$ cat src/rtl/rns_mac_accum_if.sv
// Handshake/bus bundle for rns_mac_accum: job start, product stream in,
// accumulated RNS result out. Optional bias inputs appear when the
// RNS_ACC_BIAS_EN macro is defined.
interface rns_mac_accum_if #(
   parameter int N     = 4,
   parameter int LEN_W = 8
);
   // Job control
   logic             start;
   logic [LEN_W-1:0] cfg_len;
   logic             busy;

   // Product beat stream
   logic             in_valid;
   logic             in_ready;
   logic [N:0]       p1;
   logic [N-1:0]     p2;
   logic [N-1:0]     p3;

   // Result handshake
   logic             out_valid;
   logic             out_ready;
   logic [N:0]       acc1;
   logic [N-1:0]     acc2;
   logic [N-1:0]     acc3;

`ifdef RNS_ACC_BIAS_EN
   // Per-channel bias, sampled with start
   logic [N:0]       b1;
   logic [N-1:0]     b2;
   logic [N-1:0]     b3;
`endif

   // Accumulator side
   modport slave (
      input  start, cfg_len, in_valid, p1, p2, p3, out_ready,
      output in_ready, out_valid, acc1, acc2, acc3, busy
`ifdef RNS_ACC_BIAS_EN
      , input b1, b2, b3
`endif
   );

   // Producer / consumer side
   modport master (
      output start, cfg_len, in_valid, p1, p2, p3, out_ready,
      input  in_ready, out_valid, acc1, acc2, acc3, busy
`ifdef RNS_ACC_BIAS_EN
      , output b1, b2, b3
`endif
   );
endinterface

$ cat src/rtl/rns_mac_accum.sv
// rns_mac_accum: channel-wise modular accumulator for RNS products over the
// moduli set {2^(N+1)-1, 2^N, 2^N-1}. A job of cfg_len beats is summed and
// the result is offered through a valid/ready handshake.
// Optional feature: define RNS_ACC_BIAS_EN to seed the accumulators with a
// per-channel bias (b1/b2/b3) sampled together with start.
module rns_mac_accum #(
   parameter int N     = 4,
   parameter int LEN_W = 8
) (
   input logic            clk,
   input logic            rst_n,
   rns_mac_accum_if.slave bus
);

   typedef enum logic [1:0] {
      IDLE  = 2'd0,
      ACCUM = 2'd1,
      DONE  = 2'd2
   } state_t;

   state_t           state_reg;
   state_t           state_next;

   logic [LEN_W-1:0] len_reg;
   logic [LEN_W-1:0] cnt_reg;
   logic [N:0]       acc1_reg;
   logic [N-1:0]     acc2_reg;
   logic [N-1:0]     acc3_reg;

   logic             start_take;
   logic             xfer;
   logic             last_beat;
   logic [N:0]       init1;
   logic [N-1:0]     init2;
   logic [N-1:0]     init3;

   // End-around-carry add modulo 2^(N+1)-1. Either operand may be all-ones
   // (congruent to zero); the result is always canonical, never all-ones.
   function automatic logic [N:0] add_m1(input logic [N:0] a, input logic [N:0] b);
      logic [N+1:0] s;
      logic [N:0]   t;
      s = {1'b0, a} + {1'b0, b};
      t = s[N:0] + {{N{1'b0}}, s[N+1]};
      if (&t) begin
         t = '0;
      end
      return t;
   endfunction

   // End-around-carry add modulo 2^N-1, same canonical folding as add_m1.
   function automatic logic [N-1:0] add_m3(input logic [N-1:0] a, input logic [N-1:0] b);
      logic [N:0]   s;
      logic [N-1:0] t;
      s = {1'b0, a} + {1'b0, b};
      t = s[N-1:0] + {{(N-1){1'b0}}, s[N]};
      if (&t) begin
         t = '0;
      end
      return t;
   endfunction

   // Handshake qualifiers; start is only honoured in IDLE.
   assign start_take = (state_reg == IDLE) && bus.start;
   assign xfer       = (state_reg == ACCUM) && bus.in_valid;
   assign last_beat  = (cnt_reg == len_reg - LEN_W'(1));

`ifdef RNS_ACC_BIAS_EN
   // Seed values: bias folded into canonical range (all-ones means zero)
   assign init1 = (&bus.b1) ? '0 : bus.b1;
   assign init2 = bus.b2;
   assign init3 = (&bus.b3) ? '0 : bus.b3;
`else
   // Seed values: plain zero
   assign init1 = '0;
   assign init2 = '0;
   assign init3 = '0;
`endif

   // State register
   always_ff @(posedge clk or negedge rst_n) begin
      if (!rst_n) begin
         state_reg <= IDLE;
      end else begin
         state_reg <= state_next;
      end
   end

   // Next-state logic
   always_comb begin
      state_next = state_reg;
      case (state_reg)
         IDLE: begin
            if (bus.start) begin
               state_next = (bus.cfg_len == '0) ? DONE : ACCUM;
            end
         end
         ACCUM: begin
            if (bus.in_valid && last_beat) begin
               state_next = DONE;
            end
         end
         DONE: begin
            if (bus.out_ready) begin
               state_next = IDLE;
            end
         end
         default: state_next = IDLE;
      endcase
   end

   // Output decode from the state alone
   always_comb begin
      bus.in_ready  = 1'b0;
      bus.out_valid = 1'b0;
      bus.busy      = 1'b0;
      case (state_reg)
         ACCUM: begin
            bus.in_ready = 1'b1;
            bus.busy     = 1'b1;
         end
         DONE: begin
            bus.out_valid = 1'b1;
            bus.busy      = 1'b1;
         end
         default: begin
            bus.in_ready  = 1'b0;
            bus.out_valid = 1'b0;
            bus.busy      = 1'b0;
         end
      endcase
   end

   // Datapath: job setup on start, per-channel modular accumulate per beat.
   // The accumulators are untouched in DONE/IDLE so the result stays put.
   always_ff @(posedge clk or negedge rst_n) begin
      if (!rst_n) begin
         len_reg  <= '0;
         cnt_reg  <= '0;
         acc1_reg <= '0;
         acc2_reg <= '0;
         acc3_reg <= '0;
      end else if (start_take) begin
         len_reg  <= bus.cfg_len;
         cnt_reg  <= '0;
         acc1_reg <= init1;
         acc2_reg <= init2;
         acc3_reg <= init3;
      end else if (xfer) begin
         cnt_reg  <= cnt_reg + LEN_W'(1);
         acc1_reg <= add_m1(acc1_reg, bus.p1);
         acc2_reg <= acc2_reg + bus.p2;
         acc3_reg <= add_m3(acc3_reg, bus.p3);
      end
   end

   assign bus.acc1 = acc1_reg;
   assign bus.acc2 = acc2_reg;
   assign bus.acc3 = acc3_reg;

endmodule

$ cat src/flat_wrapper.sv
// flat-port wrapper written by rule: the top's interface ports become plain ports
module rns_mac_accum_flat 
#(
   parameter int N     = 4,
   parameter int LEN_W = 8
)
  (clk, rst_n, bus_start, bus_cfg_len, bus_in_valid, bus_p1, bus_p2, bus_p3, bus_out_ready, bus_in_ready, bus_out_valid, bus_acc1, bus_acc2, bus_acc3, bus_busy);
  rns_mac_accum_if #(.N(N), .LEN_W(LEN_W)) bus_i ();
  input logic clk;
  input logic rst_n;
  input wire logic [$bits(bus_i.start)-1:0] bus_start;
  input wire logic [$bits(bus_i.cfg_len)-1:0] bus_cfg_len;
  input wire logic [$bits(bus_i.in_valid)-1:0] bus_in_valid;
  input wire logic [$bits(bus_i.p1)-1:0] bus_p1;
  input wire logic [$bits(bus_i.p2)-1:0] bus_p2;
  input wire logic [$bits(bus_i.p3)-1:0] bus_p3;
  input wire logic [$bits(bus_i.out_ready)-1:0] bus_out_ready;
  output wire logic [$bits(bus_i.in_ready)-1:0] bus_in_ready;
  output wire logic [$bits(bus_i.out_valid)-1:0] bus_out_valid;
  output wire logic [$bits(bus_i.acc1)-1:0] bus_acc1;
  output wire logic [$bits(bus_i.acc2)-1:0] bus_acc2;
  output wire logic [$bits(bus_i.acc3)-1:0] bus_acc3;
  output wire logic [$bits(bus_i.busy)-1:0] bus_busy;
  assign bus_i.start = bus_start;
  assign bus_i.cfg_len = bus_cfg_len;
  assign bus_i.in_valid = bus_in_valid;
  assign bus_i.p1 = bus_p1;
  assign bus_i.p2 = bus_p2;
  assign bus_i.p3 = bus_p3;
  assign bus_i.out_ready = bus_out_ready;
  assign bus_in_ready = bus_i.in_ready;
  assign bus_out_valid = bus_i.out_valid;
  assign bus_acc1 = bus_i.acc1;
  assign bus_acc2 = bus_i.acc2;
  assign bus_acc3 = bus_i.acc3;
  assign bus_busy = bus_i.busy;
  rns_mac_accum #(.N(N), .LEN_W(LEN_W)) u_core (.clk(clk), .rst_n(rst_n), .bus(bus_i));
endmodule
$ cat config.mk
export PLATFORM = sky130hd
export DESIGN_NAME = rns_mac_accum_flat
export DESIGN_NICKNAME = d
export VERILOG_FILES = /design/src/rtl/rns_mac_accum_if.sv /design/src/rtl/rns_mac_accum.sv /design/src/flat_wrapper.sv
export SDC_FILE = /design/constraint.sdc
export NUM_CORES = 1
export LEC_CHECK = 0
export BUFFER_PORTS_ARGS = -buffer_cell sky130_fd_sc_hd__buf_2
export CAP_MARGIN = 20
export CORE_MARGIN = 8
export CORE_UTILIZATION = 55
export DETAILED_ROUTE_END_ITERATION = 8
export PLACE_DENSITY = 0.88
export SLEW_MARGIN = 5
export SYNTH_ARGS = -nofsm -noshare
export SYNTH_HDL_FRONTEND = slang
export SYNTH_SLANG_ARGS = --single-unit
$ cat constraint.sdc
create_clock -name clk -period 3 [get_ports clk]
set_input_delay 0.3 -clock clk [delete_from_list [all_inputs] [get_ports clk]]
set_output_delay 0.3 -clock clk [all_outputs]
set_load 0.05 [all_outputs]
# Word-level counts from Yosys, hierarchy flattened
# Cells that the tools add are included.
# word_totals
regBits,31
wordCells,47
out_inout_bits,16
# op_classes
mux,18
n_reduce_logical,10
n_eq_ne,6
addsub,7
# op_table
op,n
4-bit two-way mux,5
8-bit two-way mux,2
5-bit two-way mux,3
"8-bit by 1-bit adder with 8-bit output, second input constant",1
8-bit == test,1
8-bit zero test,1
2-bit two-way mux,4
"8-bit by 1-bit subtractor with 8-bit output, second input constant",1
5-bit by 5-bit adder with 6-bit output,1
"2-bit inequality test, second input constant",3
2-bit one-hot mux with 3 select lines,1
4-bit by 4-bit adder with 5-bit output,1
5-bit by 1-bit adder with 5-bit output,1
5-bit AND reduction,1
4-bit by 1-bit adder with 4-bit output,1
4-bit adder,1
4-bit AND reduction,1
1-bit logical AND,3
1-bit two-way mux,3
3-bit AND reduction,1
"2-bit by 1-bit == test with 1-bit output, second input constant",1
"2-bit == test, second input constant",1
2-bit zero test,1
2-bit nonzero test,1
2-bit OR reduction,1

# Longest topological paths before layout
# logic_depth
ltp_word,6
depth_mapped,12
ltp_nobuf,12

# Worst setup path before layout
# Ideal clock, no wire load.
# synth_timing
kind,flip-flop to flip-flop
startpoint,register u_core.acc1_reg[1] (netlist: u_core.bus.acc1[1])
endpoint,register u_core.acc1_reg[1] (netlist: u_core.bus.acc1[1])
stages_incl_launch_ff,13
setup_ns,0.122
setup_slack_ns,0.129
t_arrival_ns,2.749
cell_sequence,dfrtp_1 > ha_1 > a21o_1 > a21oi_1 > nor2b_1 > o21ai_0 > nand2b_1 > ha_1 > ha_1 > xor2_1 > and3_1 > nand3_1 > a32o_1
# synth_between
elab_chain_cells,6
# synth_lines
element,line_no,text
from (decl),rns_mac_accum.sv:26,logic [N:0] acc1_reg;
from (signal assigned),rns_mac_accum.sv:145,acc1_reg <= init1;
from (signal assigned),rns_mac_accum.sv:150,"acc1_reg <= add_m1(acc1_reg, bus.p1);"
5-bit by 5-bit adder with 6-bit output *,rns_mac_accum.sv:42,"s = {1'b0, a} + {1'b0, b};"
5-bit by 1-bit adder with 5-bit output *,rns_mac_accum.sv:43,"t = s[N:0] + {{N{1'b0}}, s[N+1]};"
5-bit AND reduction,rns_mac_accum.sv:44,if (&t) begin
5-bit two-way mux *,rns_mac_accum.sv:44,
5-bit two-way mux *,rns_mac_accum.sv:148,end else if (xfer) begin
5-bit two-way mux *,rns_mac_accum.sv:142,end else if (start_take) begin
# Every way passes the cells marked *; elsewhere a longest branch is shown, timed or not. The select of a mux whose other input is x is not followed.
# A chain may end at the register's enable or synchronous reset.

# Worst setup path in the final report
# layout_timing
startpoint,register u_core.acc1_reg[1] (netlist: u_core.bus.acc1[1])
endpoint,register u_core.acc1_reg[0] (netlist: u_core.bus.acc1[0])
# The elaborated chain is that of the path after synthesis.

==> results by stage <==
Outcome:
- The run finished with clean final reports.

Global routing:
- The number of global-route vias before repair was 1722.
- The first global-routing pass estimated 7.389 mm of wire.
- The largest net degree at the start of global routing is 32.
- The number of antenna violations at the first check in global routing came to 0.
- The total overflow left after global routing is 0.
- The aggregate global-route resource usage is 14.75%.

Critical path:
- The count of cells along the worst register-to-register path is 12.
- The startpoint of the lowest-slack register-to-register path is u_core.bus.acc1[1].
- STA classifies the critical path startpoint as a flip-flop.
- Data on the critical path is required at its endpoint by 3.16 ns.
- The setup slack of the most critical reg-to-reg path is 0.26 ns.
- Data arrives at the worst endpoint at slightly below 3 ns.
- The maximum fanout count along the critical path is 4.
- The worst register-to-register path ends at u_core.bus.acc1[0].
- In this run the worst setup path terminates at u_core.bus.acc1[0].
- The critical path starts at u_core.bus.acc1[1].
- The critical path start-end classification is flip-flop to flip-flop.
- The capturing element type of the critical path is a flip-flop.

Synthesis:
- Counting every net in the synthesized netlist gives 257.
- In this run, distinct cell masters in the synthesized netlist total 37.
- During synthesis, Yosys emitted a total of 0 warnings.
- A synthesized cell averages 10.08 sq um.
- The number of storage elements in the synthesis netlist is 31.
- For this run, asynchronously set or reset flops after synthesis account for 100.0%.
- The post-synth design cell area is 2086 sq um.
- The synthesized instance count is 207.
- The dominant register cell in the synthesized netlist is dfrtp_1.
- The sequential fraction of the synthesis area is 37.19%.
- Yosys mapped a number of flops with a built-in enable equal to 0.

Final layout:
- The share of the core filled with cells in the final layout is around 66%.
- Of the cells placed in the final design, the portion with a size suffix greater than 1 is 22.71%.
- The number of antenna diodes is 0.
- The net count of the finished layout is 301.
- The signed area change from the synthesized netlist to the final layout is 16.50%.
- The library cell used most frequently in the layout, excluding fill and tap cells, is buf_2.
- Leaving out fill and tap cells, the most frequent cells in the layout are buf_2, dfrtp_1, ha_1.
- After filler insertion, the fill cell instance count of the layout stands at 286.

Clocking:
- Clock-pin slew was measured on the worst setup and hold paths at roughly 0.06 ns.
- TritonCTS built the clock tree.
- The cell sitting at the root of the clock tree is a clkbuf_8.
- The clock network latency to the later pin of the worst-skew pair is 0.28 ns.
- The H-tree depth is 2.
- Clock tree synthesis inserted a total of 5 buffers.
- The total clock sinks is 31.
- The maximum clock insertion buffer count is 2.
- The buffer count from post-CTS setup fixing is 0.

Timing:
- The final-report hold violation count is 0.
- In this run the tightest slew margin relative to its limit is 55.28%.
- Setup total negative slack on the finished layout was measured at 0 ns.
- Setup repair after global routing left no endpoint under its margin.
- The shortest period the worst path allows is 2.741 ns.
- Dividing the final minimum period by the clock period gives 91.36%.
- The timing-limited maximum frequency is between 0.3 and 0.4 GHz.
- At the pin with the least slew margin, the transition time is 0.6708 ns.
- The final-report setup violation count is 0.
- The worst clock skew is approximately 0.0036 ns.
- The number of slew-limit violations in the final report is 0.

Detailed routing:
- Wires add up to 4.311 mm.
- Dividing the detail-routed via count by the number of cells gives roughly 5.7.
- In the final routed layout, each cell accounts on average for approximately 14 um.
- The overall via count from detail_route is 1706.
- The number of design rule violations left after detail routing is 0.
- The first detailed-routing pass ran for 4 iterations.
- The first routing iteration left between 90 and 100 violations.
- The number of nets still failing antenna checks after routing is 0.

Die:
- The count of pins on the block boundary is 42.
- The initial standard-cell utilization of the core is 56.97%.
- The area of the placeable core is roughly 3700 sq um.
- The die boundary height is 77.58 um.
- The die outline area is 6019 sq um.
- The floorplan has 22 rows.
- The width of the die is 77.58 um.

Pwr:
- The share of total power dissipated in the clock network is 13.9%.
- The relative contribution of combinational cells to total power is a little under three fifths.
- For this design the total switching power over the nets is approximately 1100 uW.
- The worst-case IR drop observed on VDD is slightly above 0.0006 V.
- The internal portion of total power is 1235 uW.
- The power per cell area is between 900 and 1000 nW/um^2.
- Registers are responsible for 30.0% of the overall power.
- The static leakage power is 0.001201 uW.
- The switching part of the total power is a little under half.

Place:
- At the end of routability-driven placement, the weighted congestion stood at around 0.83.
- Port buffering added 41 buffers.
- After legalization and detailed placement, the total HPWL measured 3.490 mm.

Hold path:
- The path type of the worst min-delay path is input pin to asynchronous set/reset pin.

Job:
- The max-cap check violation count is 0.
-- critical path, stage by stage, from the launching register on --
cell	delay (ns)
dfrtp_1	0.42
ha_1	0.30
a21o_1	0.19
a21oi_2	0.17
nor2b_1	0.06
o21ai_0	0.14
nand2b_1	0.08
ha_1	0.22
ha_1	0.21
xor2_1	0.20
and3_1	0.20
nand3_1	0.15
a32o_1	0.31
-- how the worst min path moves through the flow --
stage	end	depth (start not counted)
final	u_core.len_reg[7]	1
after global routing	u_core.len_reg[7]	1
after CTS	u_core.len_reg[7]	1
after detailed placement	u_core.len_reg[7]	1
after global placement	u_core.cnt_reg[7]	1
after floorplan	u_core.bus.acc1[0]	0
-- cell usage after synthesis, types with 2 or more instances --
library cell / instances / area share (%)
o22a_1: 2 / 0.84
a21o_1: 7 / 2.5
xor2_1: 12 / 5.0
fa_1: 3 / 2.9
nor4_1: 3 / 0.90
mux2_2: 6 / 3.2
dfrtp_1: 31 / 37
a211oi_1: 2 / 0.72
clkbuf_1: 3 / 0.54
nor3_1: 3 / 0.72
inv_1: 6 / 1.1
a32o_1: 8 / 3.8
o21ai_0: 7 / 1.7
or3_1: 3 / 0.90
ha_1: 21 / 13
nand2_1: 16 / 2.9
nand3b_1: 2 / 0.72
nand3_1: 9 / 2.2
nor2_1: 11 / 2.0
xnor2_1: 15 / 6.3
a311o_1: 2 / 0.96
and2_1: 2 / 0.60
nand2b_1: 3 / 0.90
nand4_1: 5 / 1.5
and3_1: 2 / 0.60
a21oi_1: 12 / 2.9
-- power by group through the flow --
stage	combinational (uW)	clock (uW)	sequential, uW
6_report	1300	322	697
5_1_grt	1440	348	719
4_1_cts	1310	326	698
3_5_place_dp	1300	0	703
3_3_place_gp	1260	0	697
2_1_floorplan	878	0	844
-- repair_timing --
item,4_1_cts,5_1_grt
endpoints found under the setup margin,0,4
hold buffers,0,0
gates resized for setup,0,1
-- metal layers --
metal	track usage [%]	share of wire, %
met1	16.72	45
met5	0	0
met4	6.792	2.2
met3	4.032	4.2
met2	25.15	49
-- through the flow --
| stage | power (uW) | setup WS, ns | instance area (sq um) | hold WS [ns] | instances |
|---|---|---|---|---|---|
| global placement | 1959 | 0.3254 | 2338 | 0.3686 | 292 |
| CTS | 2330 | 0.2077 | 2426 | 0.07851 | 299 |
| finish | 2322 | 0.2592 | 2430 | 0.05379 | 299 |
| global route | 2508 | 0.06021 | 2430 | 0.1090 | 299 |
| detailed placement | 2006 | 0.2054 | 2338 | 0.3744 | 292 |
| floorplan | 1722 | 0.1291 | 2086 | 0.004409 | 207 |
-- cell type report --
class | count | area, sq um | area share, %
clock buffer | 6 | 82.58 | 3.399
clock inverter | 1 | 5.005 | 0.2060
inverter | 6 | 22.52 | 0.9269
multi-input combinational | 165 | 1271 | 52.32
sequential | 31 | 775.7 | 31.93
tap | 48 | 60.06 | 2.472
timing repair buffer | 42 | 212.7 | 8.754
-- cell families (layout without fill, tap and decap cells) --
logic type | Yosys count | in the layout | synth area share [%]
XOR/XNOR | 27 | 27 | 11.34
multiplexers | 6 | 6 | 3.239
adder cells (fa/ha/maj) | 24 | 24 | 15.48
buffers and inverters | 11 | 55 | 2.039
AND/OR/NAND/NOR | 63 | 63 | 15.36
AO/OA/AOI/OAI | 45 | 45 | 15.36
flip-flops | 31 | 31 | 37.19
Power figures use the tool's default switching activity.
